[src/rtl/parity_frame_writer_pkg.sv]
// -----------------------------------------------------------------------------
// parity_frame_writer_pkg
// Shared definitions for the parity frame writer and its fetch-side checker:
// default geometry, FSM state encoding and the stored word layout.
// Stored word layout: {data[DATA_W-1:0], P}, P = even parity of data at bit 0.
// -----------------------------------------------------------------------------
package parity_frame_writer_pkg;

  localparam int DATA_W     = 8;
  localparam int DEPTH      = 16;
  localparam int ADDR_W     = 4;
  localparam int PARITY_BIT = 0;

  typedef enum logic {
    FILL = 1'b0,
    FULL = 1'b1
  } state_e;

  // True when a stored word carries correct even parity; shared with the
  // fetch-side checker.
  function automatic logic word_parity_ok(input logic [DATA_W:0] word);
    return ((^word[DATA_W:1]) == word[PARITY_BIT]);
  endfunction

endpackage

[src/rtl/parity_frame_writer_if.sv]
// -----------------------------------------------------------------------------
// parity_frame_writer_if
// Byte write channel into the frame writer (valid/ready handshake).
//   in_data  : byte to store              (master -> slave)
//   in_valid : in_data valid this cycle   (master -> slave)
//   inj_err  : invert stored parity bit   (master -> slave)
//   in_ready : slave can accept           (slave -> master)
// -----------------------------------------------------------------------------
interface parity_frame_writer_if #(
  parameter int DATA_W = parity_frame_writer_pkg::DATA_W
);

  logic [DATA_W-1:0] in_data;
  logic              in_valid;
  logic              inj_err;
  logic              in_ready;

  modport master (output in_data, output in_valid, output inj_err, input in_ready);
  modport slave  (input in_data, input in_valid, input inj_err, output in_ready);

endinterface

[src/rtl/parity_frame_writer_parity_gen.sv]
// -----------------------------------------------------------------------------
// parity_frame_writer_parity_gen
// Combinational even-parity generator with an error-injection input.
//   data_i    : data byte
//   inj_err_i : 1 inverts the generated parity bit
//   parity_o  : XOR of all data bits, XOR inj_err_i
// The fetch-side checker reuses this block with inj_err_i tied low.
// -----------------------------------------------------------------------------
module parity_frame_writer_parity_gen #(
  parameter int DATA_W = parity_frame_writer_pkg::DATA_W
) (
  input  logic [DATA_W-1:0] data_i,
  input  logic              inj_err_i,
  output logic              parity_o
);

  function automatic logic even_parity(input logic [DATA_W-1:0] d);
    return ^d;
  endfunction

  assign parity_o = even_parity(data_i) ^ inj_err_i;

endmodule

[src/rtl/parity_frame_writer.sv]
// -----------------------------------------------------------------------------
// parity_frame_writer
// Accepts bytes over a valid/ready channel, appends an even-parity bit and
// stores {data, P} into a DEPTH-entry frame buffer at an auto-incrementing
// address. When DEPTH words have been written the frame is complete: the
// block stops accepting until flush or reset.
//   clk        : clock, all state updates on posedge
//   clear      : synchronous active-low reset (zeroes buffer too)
//   wr_if      : byte write channel (slave side)
//   flush      : abandon current frame, restart at address 0 (memory kept)
//   rd_addr    : combinational read address
//   rd_word    : {data, P} stored at rd_addr
//   wr_ptr     : address of the next write
//   count      : words written in the current frame, 0..DEPTH
//   full       : frame complete
//   frame_done : one-cycle pulse on frame completion
// -----------------------------------------------------------------------------
module parity_frame_writer #(
  parameter int DATA_W = parity_frame_writer_pkg::DATA_W,
  parameter int DEPTH  = parity_frame_writer_pkg::DEPTH,
  parameter int ADDR_W = parity_frame_writer_pkg::ADDR_W
) (
  input  logic                  clk,
  input  logic                  clear,
  parity_frame_writer_if.slave  wr_if,
  input  logic                  flush,
  input  logic [ADDR_W-1:0]     rd_addr,
  output logic [DATA_W:0]       rd_word,
  output logic [ADDR_W-1:0]     wr_ptr,
  output logic [ADDR_W:0]       count,
  output logic                  full,
  output logic                  frame_done
);

  import parity_frame_writer_pkg::*;

  localparam int CNT_W  = ADDR_W + 1;
  localparam int WORD_W = DATA_W + 1;

  state_e              state_q;
  logic [ADDR_W-1:0]   wr_ptr_q;
  logic [CNT_W-1:0]    count_q;
  logic                full_q;
  logic                in_ready_q;
  logic                frame_done_q;
  logic [WORD_W-1:0]   mem_q [DEPTH];

  logic                parity_s;
  logic                accept_s;
  logic                last_word_s;
  logic [WORD_W-1:0]   wr_word_d;

  parity_frame_writer_parity_gen #(
    .DATA_W (DATA_W)
  ) u_parity_gen (
    .data_i    (wr_if.in_data),
    .inj_err_i (wr_if.inj_err),
    .parity_o  (parity_s)
  );

  // Accept qualification and the word to be written; flush drops a
  // simultaneous byte so it never reaches the buffer.
  always_comb begin
    accept_s    = wr_if.in_valid && in_ready_q && !flush;
    last_word_s = (count_q == CNT_W'(DEPTH - 1));
    wr_word_d   = {wr_if.in_data, parity_s};
  end

  // Frame FSM with pointer, counter and registered status outputs.
  always_ff @(posedge clk) begin
    if (!clear) begin
      state_q      <= FILL;
      wr_ptr_q     <= '0;
      count_q      <= '0;
      full_q       <= 1'b0;
      in_ready_q   <= 1'b0;
      frame_done_q <= 1'b0;
    end else begin
      frame_done_q <= 1'b0;
      if (flush) begin
        state_q    <= FILL;
        wr_ptr_q   <= '0;
        count_q    <= '0;
        full_q     <= 1'b0;
        in_ready_q <= 1'b1;
      end else begin
        case (state_q)
          FILL: begin
            // Ready comes up here on the first edge after reset release.
            in_ready_q <= 1'b1;
            if (accept_s) begin
              // Pointer wraps naturally to 0 on the last word of the frame.
              wr_ptr_q <= wr_ptr_q + ADDR_W'(1);
              count_q  <= count_q + CNT_W'(1);
              if (last_word_s) begin
                state_q      <= FULL;
                full_q       <= 1'b1;
                in_ready_q   <= 1'b0;
                frame_done_q <= 1'b1;
              end else begin
                state_q <= FILL;
              end
            end else begin
              state_q <= FILL;
            end
          end
          FULL: begin
            state_q    <= FULL;
            in_ready_q <= 1'b0;
          end
          default: begin
            state_q    <= FILL;
            wr_ptr_q   <= '0;
            count_q    <= '0;
            full_q     <= 1'b0;
            in_ready_q <= 1'b0;
          end
        endcase
      end
    end
  end

  // Frame buffer: zeroed on reset (all-zero words are parity-correct),
  // written on accept, untouched by flush.
  always_ff @(posedge clk) begin
    if (!clear) begin
      for (int i = 0; i < DEPTH; i++) begin
        mem_q[i] <= '0;
      end
    end else if (accept_s) begin
      mem_q[wr_ptr_q] <= wr_word_d;
    end else begin
      mem_q[wr_ptr_q] <= mem_q[wr_ptr_q];
    end
  end

  assign rd_word        = mem_q[rd_addr];
  assign wr_ptr         = wr_ptr_q;
  assign count          = count_q;
  assign full           = full_q;
  assign frame_done     = frame_done_q;
  assign wr_if.in_ready = in_ready_q;

endmodule

[src/flat_wrapper.sv]
// flat-port wrapper written by rule: the top's interface ports become plain ports
module parity_frame_writer_flat import parity_frame_writer_pkg::*;
#(
  parameter int DATA_W = parity_frame_writer_pkg::DATA_W,
  parameter int DEPTH  = parity_frame_writer_pkg::DEPTH,
  parameter int ADDR_W = parity_frame_writer_pkg::ADDR_W
)
  (clk, clear, flush, rd_addr, rd_word, wr_ptr, count, full, frame_done, wr_if_in_data, wr_if_in_valid, wr_if_inj_err, wr_if_in_ready);
  parity_frame_writer_if #(.DATA_W(DATA_W)) wr_if_i ();
  input  logic clk;
  input  logic clear;
  input  logic flush;
  input  logic [ADDR_W-1:0] rd_addr;
  output logic [DATA_W:0] rd_word;
  output logic [ADDR_W-1:0] wr_ptr;
  output logic [ADDR_W:0] count;
  output logic full;
  output logic frame_done;
  input wire logic [$bits(wr_if_i.in_data)-1:0] wr_if_in_data;
  input wire logic [$bits(wr_if_i.in_valid)-1:0] wr_if_in_valid;
  input wire logic [$bits(wr_if_i.inj_err)-1:0] wr_if_inj_err;
  output wire logic [$bits(wr_if_i.in_ready)-1:0] wr_if_in_ready;
  assign wr_if_i.in_data = wr_if_in_data;
  assign wr_if_i.in_valid = wr_if_in_valid;
  assign wr_if_i.inj_err = wr_if_inj_err;
  assign wr_if_in_ready = wr_if_i.in_ready;
  parity_frame_writer #(.DATA_W(DATA_W), .DEPTH(DEPTH), .ADDR_W(ADDR_W)) u_core (.clk(clk), .clear(clear), .wr_if(wr_if_i), .flush(flush), .rd_addr(rd_addr), .rd_word(rd_word), .wr_ptr(wr_ptr), .count(count), .full(full), .frame_done(frame_done));
endmodule
[config.mk]
export PLATFORM = sky130hd
export DESIGN_NAME = parity_frame_writer_flat
export DESIGN_NICKNAME = d
export VERILOG_FILES = /design/src/rtl/parity_frame_writer_pkg.sv /design/src/rtl/parity_frame_writer_if.sv /design/src/rtl/parity_frame_writer_parity_gen.sv /design/src/rtl/parity_frame_writer.sv /design/src/flat_wrapper.sv
export SDC_FILE = /design/constraint.sdc
export NUM_CORES = 1
export LEC_CHECK = 0
export ABC_AREA = 1
export BUFFER_PORTS_ARGS = -buffer_cell sky130_fd_sc_hd__buf_4
export CORE_MARGIN = 5
export CORE_UTILIZATION = 27
export CTS_CLUSTER_SIZE = 25
export DETAILED_ROUTE_END_ITERATION = 16
export SYNTH_ARGS = -nofsm -noshare
export SYNTH_HDL_FRONTEND = slang
export SYNTH_SLANG_ARGS = --single-unit
[constraint.sdc]
create_clock -name clk -period 1.85 [get_ports clk]
set_input_delay 0.0925 -clock clk [delete_from_list [all_inputs] [get_ports clk]]
set_output_delay 0.0925 -clock clk [all_outputs]
set_load 0.02 [all_outputs]
* After elaboration in Yosys (flattened, before gate mapping)
Memory sizes are Yosys's and may differ from the RTL's. Cells that the tools add are included. Widths: inputs -> output; s select.
Storage, ports and cells: bits in registers 13, memory bits (writable) 144, input port bits 17, output and inout port bits 21, word-level logic and storage cells 43, memories 1
Operators by class: add/sub/neg operators 2, equality and inequality tests 2, multiplexer cells 18, bitwise gates (word level) 4, reduce and logical (&&, ||, !) cells 10
Memories:
- u_core.mem_q | depth 16, width 9, read ports 1, clocked after memory_dff 0, write ports 16, line parity_frame_writer.sv:46 | logic [WORD_W-1:0] mem_q [DEPTH];
Operator list (number):
- $mux 9 | 2
- $mux 1 | 13
- $reduce_or 9->1 | 1
- $reduce_xor 8->1 | 1
- $add 5x1->5 const B | 1
- $eq 5x4->1 const B | 1
- $add 4x1->4 const B | 1
- $mux 4 | 1
- $pmux 1 s2 | 2
- $reduce_and 2->1 | 2
- $reduce_and 3->1 | 1
- $reduce_or 3->1 | 1
- $logic_and 1x1->1 | 2
- $not 1->1 | 2
- $reduce_or 2->1 | 1
- $logic_not 1->1 | 1
- $ne 0x0->1 | 1
- $or 1x1->1 | 1
- $xor 1x1->1 | 1

* Longest topological paths before layout
Gate-level depths: netlist of run 1.
depth after elaboration 9, depth in mapped cells 11, depth with buffers taken out 10

* Modules after synthesis
Synthesis of run 1 repeated with hierarchy kept, for this count alone.
Unflattened totals: cells, all modules 897, area, all modules 7721.2 sq um
By module, submodules not included:
- parity_frame_writer | times used 1, cells an instance 859, area each 7557.2 sq um, sequential area each 4584.4 sq um
- parity_frame_writer_parity_gen | times used 1, cells an instance 38, area each 163.9 sq um, sequential area each 0.0 sq um

* Worst setup path after synthesis of run 1
No wires, ideal clock.
kind register to register, from register u_core.wr_ptr_q[1] (netlist: u_core.wr_ptr[1]), to memory u_core.mem_q[3][0] (netlist bit) (enable), library setup time 0.334 ns, data arrival time 1.312 ns, required time 1.516 ns, slack 0.204 ns, cell stages (with the launch flop) 6, path buffers 0, clock period less this slack 1.646 ns, cells stage by stage dfxtp_1 ha_1 inv_1 nor2_4 nand2_2 nand2_1
RTL lines:
- start: declaration | line parity_frame_writer.sv:41 | logic [ADDR_W-1:0] wr_ptr_q;
- start signal: assignment | line parity_frame_writer.sv:93 | wr_ptr_q <= wr_ptr_q + ADDR_W'(1);
- end: declaration | line parity_frame_writer.sv:46

==> results of run 1 <==
-- worst register-to-register path: cells and delay by family (launching register included) --
family,cells,cell delay [ps]
flops,1,350
fa+ha+maj,1,160
buf+inv,2,190
simple gates,3,690
-- flip-flops by register name, summed over array words and instances (netlist names) --
register               count
u_core.count               5
u_core.frame_done          1
u_core.full                1
u_core.mem_q             144
u_core.state_q             1
u_core.wr_if.in_ready      1
u_core.wr_ptr              4
-- metrics by stage --
stage               TNS, ps  setup WS (ps)  cell area (µm²)
finish                    0            107             8940
global route          -12.1          -12.1             8940
CTS                       0           46.7             8880
detailed placement        0            117             8250
global placement          0            193             8250
floorplan                 0            204             7400
-- routing by layer --
layer	vias to the layer above	GRT usage, %	routed length (µm)
met3	30	2.91	1020
li1	2675	-	-
met5	-	0	0
met2	151	20.2	9000
met4	0	5.00	494
met1	2566	15.4	7960
-- what timing repair did --
item,4_1_cts,5_1_grt
gates resized for setup,0,13
endpoints found under the hold margin,1,0
hold buffers,2,0
setup buffers,0,2
setup endpoints to repair,0,3
-- final timing paths --
kind / start / cells past startpoint / end / slack (ps)
setup / recovery: u_core.wr_ptr[0]$_SDFFE_PP0P_ / 6 / u_core.mem_q[8][1]$_SDFFCE_PN0P_ / 110
hold / removal: flush / 4 / u_core.wr_ptr[2]$_SDFFE_PP0P_ / 50
setup reg to reg: u_core.wr_ptr[0]$_SDFFE_PP0P_ / 6 / u_core.mem_q[8][1]$_SDFFCE_PN0P_ / 110
hold reg to reg: u_core.full$_SDFFE_PP0P_ / 2 / u_core.full$_SDFFE_PP0P_ / 470
-- power groups by stage --
stage                     logic, mW  clock network (mW)  registers [mW]
after global routing          0.795                3.83            4.01
after detailed placement      0.720                   0            4.09
after CTS                     0.726                3.66            4.01
after floorplan               0.430                   0            4.08
final                         0.723                3.62            4.01
after global placement        0.714                   0            4.08
-- cells by family (layout without fill, tap and decap cells) --
family,after synthesis,count (layout),synth area share [%]
and+or+nand+nor,335,335,19.4
DFF,157,157,62.0
buffers and inverters,143,215,7.66
AOI/OAI and AO/OA,125,125,9.71
adders and majority gates,6,6,1.01
xor gates and xnor gates,2,2,0.237
-- cell type report --
| type | instances | area [µm²] |
|---|---|---|
| clock buffer | 17 | 425 |
| clock inverter | 15 | 186 |
| fill | 2704 | 18000 |
| inverter | 104 | 390 |
| multi-input combinational | 468 | 2280 |
| sequential | 157 | 4590 |
| tap | 341 | 427 |
| timing repair buffer | 79 | 636 |
-- cell usage in the layout, fill, tap and decap left out --
master	synthesis	final
o21ai_1	0	1
nand2_4	1	1
o211ai_1	36	36
nor2_4	5	5
dlygate4sd3_1	0	2
nand2_2	17	18
ha_4	0	1
nand3_1	60	57
nand3_2	0	3
inv_2	8	8
dfxtp_4	0	2
nor2_1	153	152
buf_4	6	74
inv_8	0	1
clkinv_1	3	4
a211oi_1	1	1
clkbuf_16	0	17
o21ai_0	43	42
a21oi_1	45	45
dfxtp_1	13	11
xor2_1	2	2
inv_6	0	3
clkinv_4	0	2
ha_2	0	1
nor2_2	0	1
nand2_1	98	97
ha_1	6	4
edfxtp_1	144	144
nor2_8	1	1
bufinv_16	0	3
buf_12	0	3
inv_1	93	93
clkinvlp_4	0	5
==> results by group, run 1 <==
Drt
  – Routed via count: 5,422
  – Routed len/inst: 15.6 µm
  – Initial DRC count: 522
  – Post-route DRC: 0
  – Routed WL: 18.5 mm
  – Vias per cell: 4.59
  – Routed Antenna Nets: 0
  – 1st-pass router iterations: 5

Power
  – Psw: 2.02 mW
  – Reg power frac: 48.0%
  – Peak supply drop: 0.599 mV
  – Switching share of power: 24.2%
  – Leakage power: 3.61 nW
  – Power after layout: 8.35 mW
  – Clock power share: 43.3%
  – PwrDens: 934 mW/mm²
  – Cell Int Power: 6.33 mW
  – Fraction of power consumed by combinational cells: 8.7%

Run
  – MaxCap Viol Count: 0

Synth
  – Post-synth ARST share: 0%
  – Top cells by count, synth: nor2_1 (153), edfxtp_1 (144), nand2_1 (98)
  – Post-synthesis area per instance: 9.63 µm²
  – Synthesized flop and latch total: 157
  – Synthesized cell area: 0.00740 mm²
  – Synth Flop Type: edfxtp_1
  – Seq/Total Area, Yosys: 62.0%
  – Post-synth EDFFs: 144
  – Yosys warns: 0
  – Count leader, synth: nor2_1
  – Syn Nets: 791
  – Cell type with the largest total area after synthesis: edfxtp_1
  – Top cells by area, synth: edfxtp_1 (58%), nor2_1 (7.8%), nand2_1 (5.0%)
  – Post-synth top area share: 58.4%
  – Synth unique cells: 22
  – Mapped Cells: 768

Worst setup path
  – Slowest-stage cell, CP: dfxtp_1
  – WP buf/inv: 2
  – Crit-path max cell delay: 350 ps
  – CP dominant cell by count: inv_1
  – CP arrival: 1830 ps
  – Critical Path End Type: register
  – CP Class: register to register
  – Worst endpoint required time: 1940 ps
  – CP cell instances: inv_1, ha_1, inv_1, nor2_4, nand2_2, nand2_1
  – Crit-path leading delay family: simple AND/OR/NAND/NOR gates
  – Type of origin of the critical path: register
  – Crit Path Max Fanout: 9

GRT
  – GRT Total Usage: 12.2%
  – Vias in the first global route: 5,290
  – Initial antenna violation count: 0
  – Largest net degree at the start of global routing: 48
  – Grt ovf: 0
  – First-pass GRT wire length: 28.7 mm

Clock tree
  – CTS tree: built
  – Sink Count: 157
  – Htree depth: 4
  – Clock slew at reported path FFs: 60 ps
  – Maximum clock path buffer count: 2
  – CTS root buffer: clkbuf_16
  – Clk_lat worst skew: 430 ps
  – CTS buffer count: 17

Timing
  – Final setup viols: 0
  – Final Cycle Share: 94.2%
  – Final hold vios: 0
  – Slew Viols, Final: 0
  – Max Fclk: 574 MHz
  – Slew at the pin closest to its max-slew limit: 520 ps
  – Relative slew margins: 65.4%
  – Fin crit period: 1740 ps
  – Layout Skew: 8.39 ps
  – Final hold slack: 45.7 ps

Layout
  – Share of cells above drive strength 1: 17.7%
  – Finished Core Util: 33.2%
  – ANT cells: 0
  – Layout Cells excl Fill: 1,181
  – NumNets Final: 850
  – Layout area overhead: 20.8%

Place
  – Number of port buffers: 37
  – Placed insts: 1,145
  – Hpwl dp: 12.6 mm
  – Placer Congestion: 0.837

Floorplan
  – FP Rows: 60
  – Die Area: 0.0308 mm²
  – Core box area: 0.0270 mm²
  – Ports: 38
  – Initial core utilization: 27.5%
  – Height of the chip: 176 µm
  – Die Wd: 176 µm

Hold path
  – HP Class: input port to register

Outcome
  – Status: finished clean
Note: power is estimated with default switching activity, not from simulation.
==> run 2: changes to the inputs <==
--- a/config.mk
+++ b/config.mk
@@ -5,7 +5,6 @@
 export SDC_FILE = /design/constraint.sdc
 export NUM_CORES = 1
 export LEC_CHECK = 0
-export ABC_AREA = 1
 export BUFFER_PORTS_ARGS = -buffer_cell sky130_fd_sc_hd__buf_4
 export CORE_MARGIN = 5
 export CORE_UTILIZATION = 27
==> run 2 against run 1 <==
  * Final area decreased by 2.6%
  * First-iteration DRC count decreased by 28%
  * Global-route usage rose by 0.35 points
  * Clock skew rose by 6.5 ps
  * Worst hold slack improved by 92 ps
  * Synthesized area is 6.1% lower
  * Cell count fell by 22%
  * Critical path depth down 2
  * Sequential cell count did not move
  * Power fell by 0.37%
  * Sequential power barely moved
  * Routed wire length is 4.7% lower
  * The run now ends with negative setup slack left
==> results by group, run 2 <==
Timing
  – Final hold vios: 0
  – Final setup viols: 1
  – Relative slew margins: 62.9%
  – Fin crit period: 1870 ps
  – Max Fclk: 535 MHz
  – Slew at the pin closest to its max-slew limit: 556 ps
  – Final Cycle Share: 101%
  – Slew Viols, Final: 0
  – RSZ-0062 raised after global routing: yes
  – Slack of the critical path: -17.6 ps
  – Layout Skew: 14.9 ps
  – Final hold slack: 137 ps
  – Final TNS setup: -17.6 ps

Worst setup path
  – CP Class: register to output port
  – WP buf/inv: 1
  – Critical Path End Type: output port
  – Worst R2R Setup Slack: 270 ps
  – CP arrival: 1780 ps
  – Slowest-stage cell, CP: mux4_2
  – Crit Path Max Fanout: 1
  – Crit-path leading delay family: multiplexers
  – Worst reg2reg endpoint: u_core.mem_q[12][3]$_SDFFCE_PN0P_
  – Type of origin of the critical path: register
  – RR Startpoint: u_core.wr_ptr[1]$_SDFFE_PP0P_
  – CP cell instances: mux4_2, a22oi_2, nand2_1, buf_6
  – Crit-path max cell delay: 540 ps
  – R2R depth: 5
  – Worst endpoint required time: 1760 ps

Layout
  – Post-route cell area: 0.00871 mm²
  – Most frequent cells in the layout: edfxtp_1 (144), nor2_1 (141), buf_4 (68)
  – NumNets Final: 606
  – Layout area overhead: 25.3%
  – Share of cells above drive strength 1: 30.4%
  – ANT cells: 0
  – Layout Cells excl Fill: 926
  – Most flops, register: u_core.mem_q
  – Max reg flops: 144
  – Finished Core Util: 34.5%
  – Commonest non-fill, non-tap cell in the layout: edfxtp_1

Drt
  – Initial DRC count: 378
  – Routed len/inst: 19.0 µm
  – Routed via count: 4,371
  – 1st-pass router iterations: 5
  – Routed Antenna Nets: 0
  – Vias per cell: 4.72
  – Routed WL: 17.6 mm
  – Met2 wire len: 8.62 mm
  – Uppermost routed layer: met5
  – Post-Route M1 WL: 7.70 mm
  – Post-route DRC: 0
  – WL met3: 1.09 mm

Place
  – Placed insts: 892
  – Placed Area: 0.00793 mm²
  – Placer Congestion: 0.771
  – Post-Place Worst Slack: 113 ps
  – Hpwl dp: 12.0 mm
  – Number of port buffers: 37

Synth
  – Synth unique cells: 31
  – Seq/Total Area, Yosys: 66.0%
  – Count leader, synth: edfxtp_1
  – Top cells by area, synth: edfxtp_1 (62%), mux4_2 (12%), nor2_1 (7.7%)
  – Post-synthesis area per instance: 13.5 µm²
  – Syn Nets: 538
  – Yosys warns: 0
  – Post-synth ARST share: 0%
  – Post-synth top area share: 62.2%
  – Top cells by count, synth: edfxtp_1 (144), nor2_1 (142), nand2_1 (49)
  – Post-synth EDFFs: 144
  – Synthesized cell area: 0.00695 mm²
  – Cell type with the largest total area after synthesis: edfxtp_1
  – Synth Flop Type: edfxtp_1
  – Mapped Cells: 515
  – Synthesized flop and latch total: 157

Floorplan
  – Die Wd: 170 µm
  – Die Area: 0.0291 mm²
  – Height of the chip: 170 µm
  – FP Rows: 58
  – Core box area: 0.0253 mm²
  – Ports: 38
  – Initial core utilization: 27.5%

Clock tree
  – Htree depth: 4
  – Clock slew at reported path FFs: 70 ps
  – CTS root buffer: clkbuf_16
  – CTS buffer count: 17
  – CTS tree: built
  – Sink Count: 157
  – Maximum clock path buffer count: 2
  – Clk_lat worst skew: 430 ps
  – Number of setup buffers added after CTS: 0

Hold path
  – Hold Path Depth: 3
  – Worst hold endpoint: u_core.wr_if.in_ready$_SDFF_PN0_
  – HP Class: input port to register
  – Hold path startpoint: clear

Power
  – Power after layout: 8.32 mW
  – Peak supply drop: 0.519 mV
  – Leakage power: 2.99 nW
  – PwrDens: 955 mW/mm²

GRT
  – Vias in the first global route: 4,599
  – Largest net degree at the start of global routing: 32
  – Grt ovf: 0
  – Initial antenna violation count: 1
  – First-pass GRT wire length: 27.3 mm
  – GRT Total Usage: 12.6%

Outcome
  – Status: complete, but fails checks
  – Violated checks: negative setup slack

Run
  – MaxCap Viol Count: 0
-- run 2: how the worst max path moves through the flow --
stage / start / to / slack (ps) / cells past startpoint
after detailed placement: rd_addr[0] / rd_word[2] / 110 / 6
after global placement: rd_addr[0] / rd_word[2] / 120 / 6
final: u_core.mem_q[11][2]$_SDFFCE_PN0P_ / rd_word[2] / -20 / 4
after floorplan: u_core.wr_if.in_ready$_SDFF_PN0_ / u_core.mem_q[1][0]$_SDFFCE_PN0P_ / -70 / 5
after global routing: u_core.mem_q[7][5]$_SDFFCE_PN0P_ / rd_word[5] / -70 / 4
after CTS: u_core.mem_q[7][3]$_SDFFCE_PN0P_ / rd_word[3] / -40 / 4
-- run 2: layout make-up --
class | count | area (µm²)
repair buffers | 86 | 772
multi-input cells | 318 | 2320
inverters | 3 | 11.3
flip-flops and latches | 157 | 4580
well taps | 330 | 413
clock inverters | 15 | 185
clock buffers | 17 | 425
fillers | 2458 | 16500
-- run 2: timing repair --
item,in CTS,in global routing
pin swaps,13,0
resized for setup,25,10
endpoints found under the setup margin,9,163
endpoints found under the hold margin,2,0
hold buffers,2,0
-- run 2: worst reg2reg max path: stages, from the launching register on --
cell and delay, ps:
dfxtp_1 430, inv_1 100, ha_1 200, nand2_2 180
buf_4 310, nor2_1 110
-- run 2: cells by family (layout without fill, tap and decap cells) --
kind of cell | Yosys count | in the layout | synth area share (%)
AOI/OAI and AO/OA | 38 | 38 | 3.47
xor gates and xnor gates | 13 | 13 | 2.12
adders and majority gates | 6 | 6 | 1.08
buffers and inverters | 40 | 121 | 2.34
DFF | 157 | 157 | 66.0
muxes | 38 | 38 | 12.0
and+or+nand+nor | 223 | 223 | 13.1
-- run 2: per-layer routing --
metal  vias up  GRT usage (%)
met3        14           3.55
met2       139           20.2
met1      2201           16.9
li1       2015              -
met5         -              0
met4         2           2.99
-- run 2: where the power goes --
part | internal [mW] | switching [mW] | total, mW
Combinational | 0.359 | 0.426 | 0.785
Clock | 1.84 | 1.68 | 3.53
Sequential | 3.97 | 0.0331 | 4.00
Total | 6.17 | 2.14 | 8.32
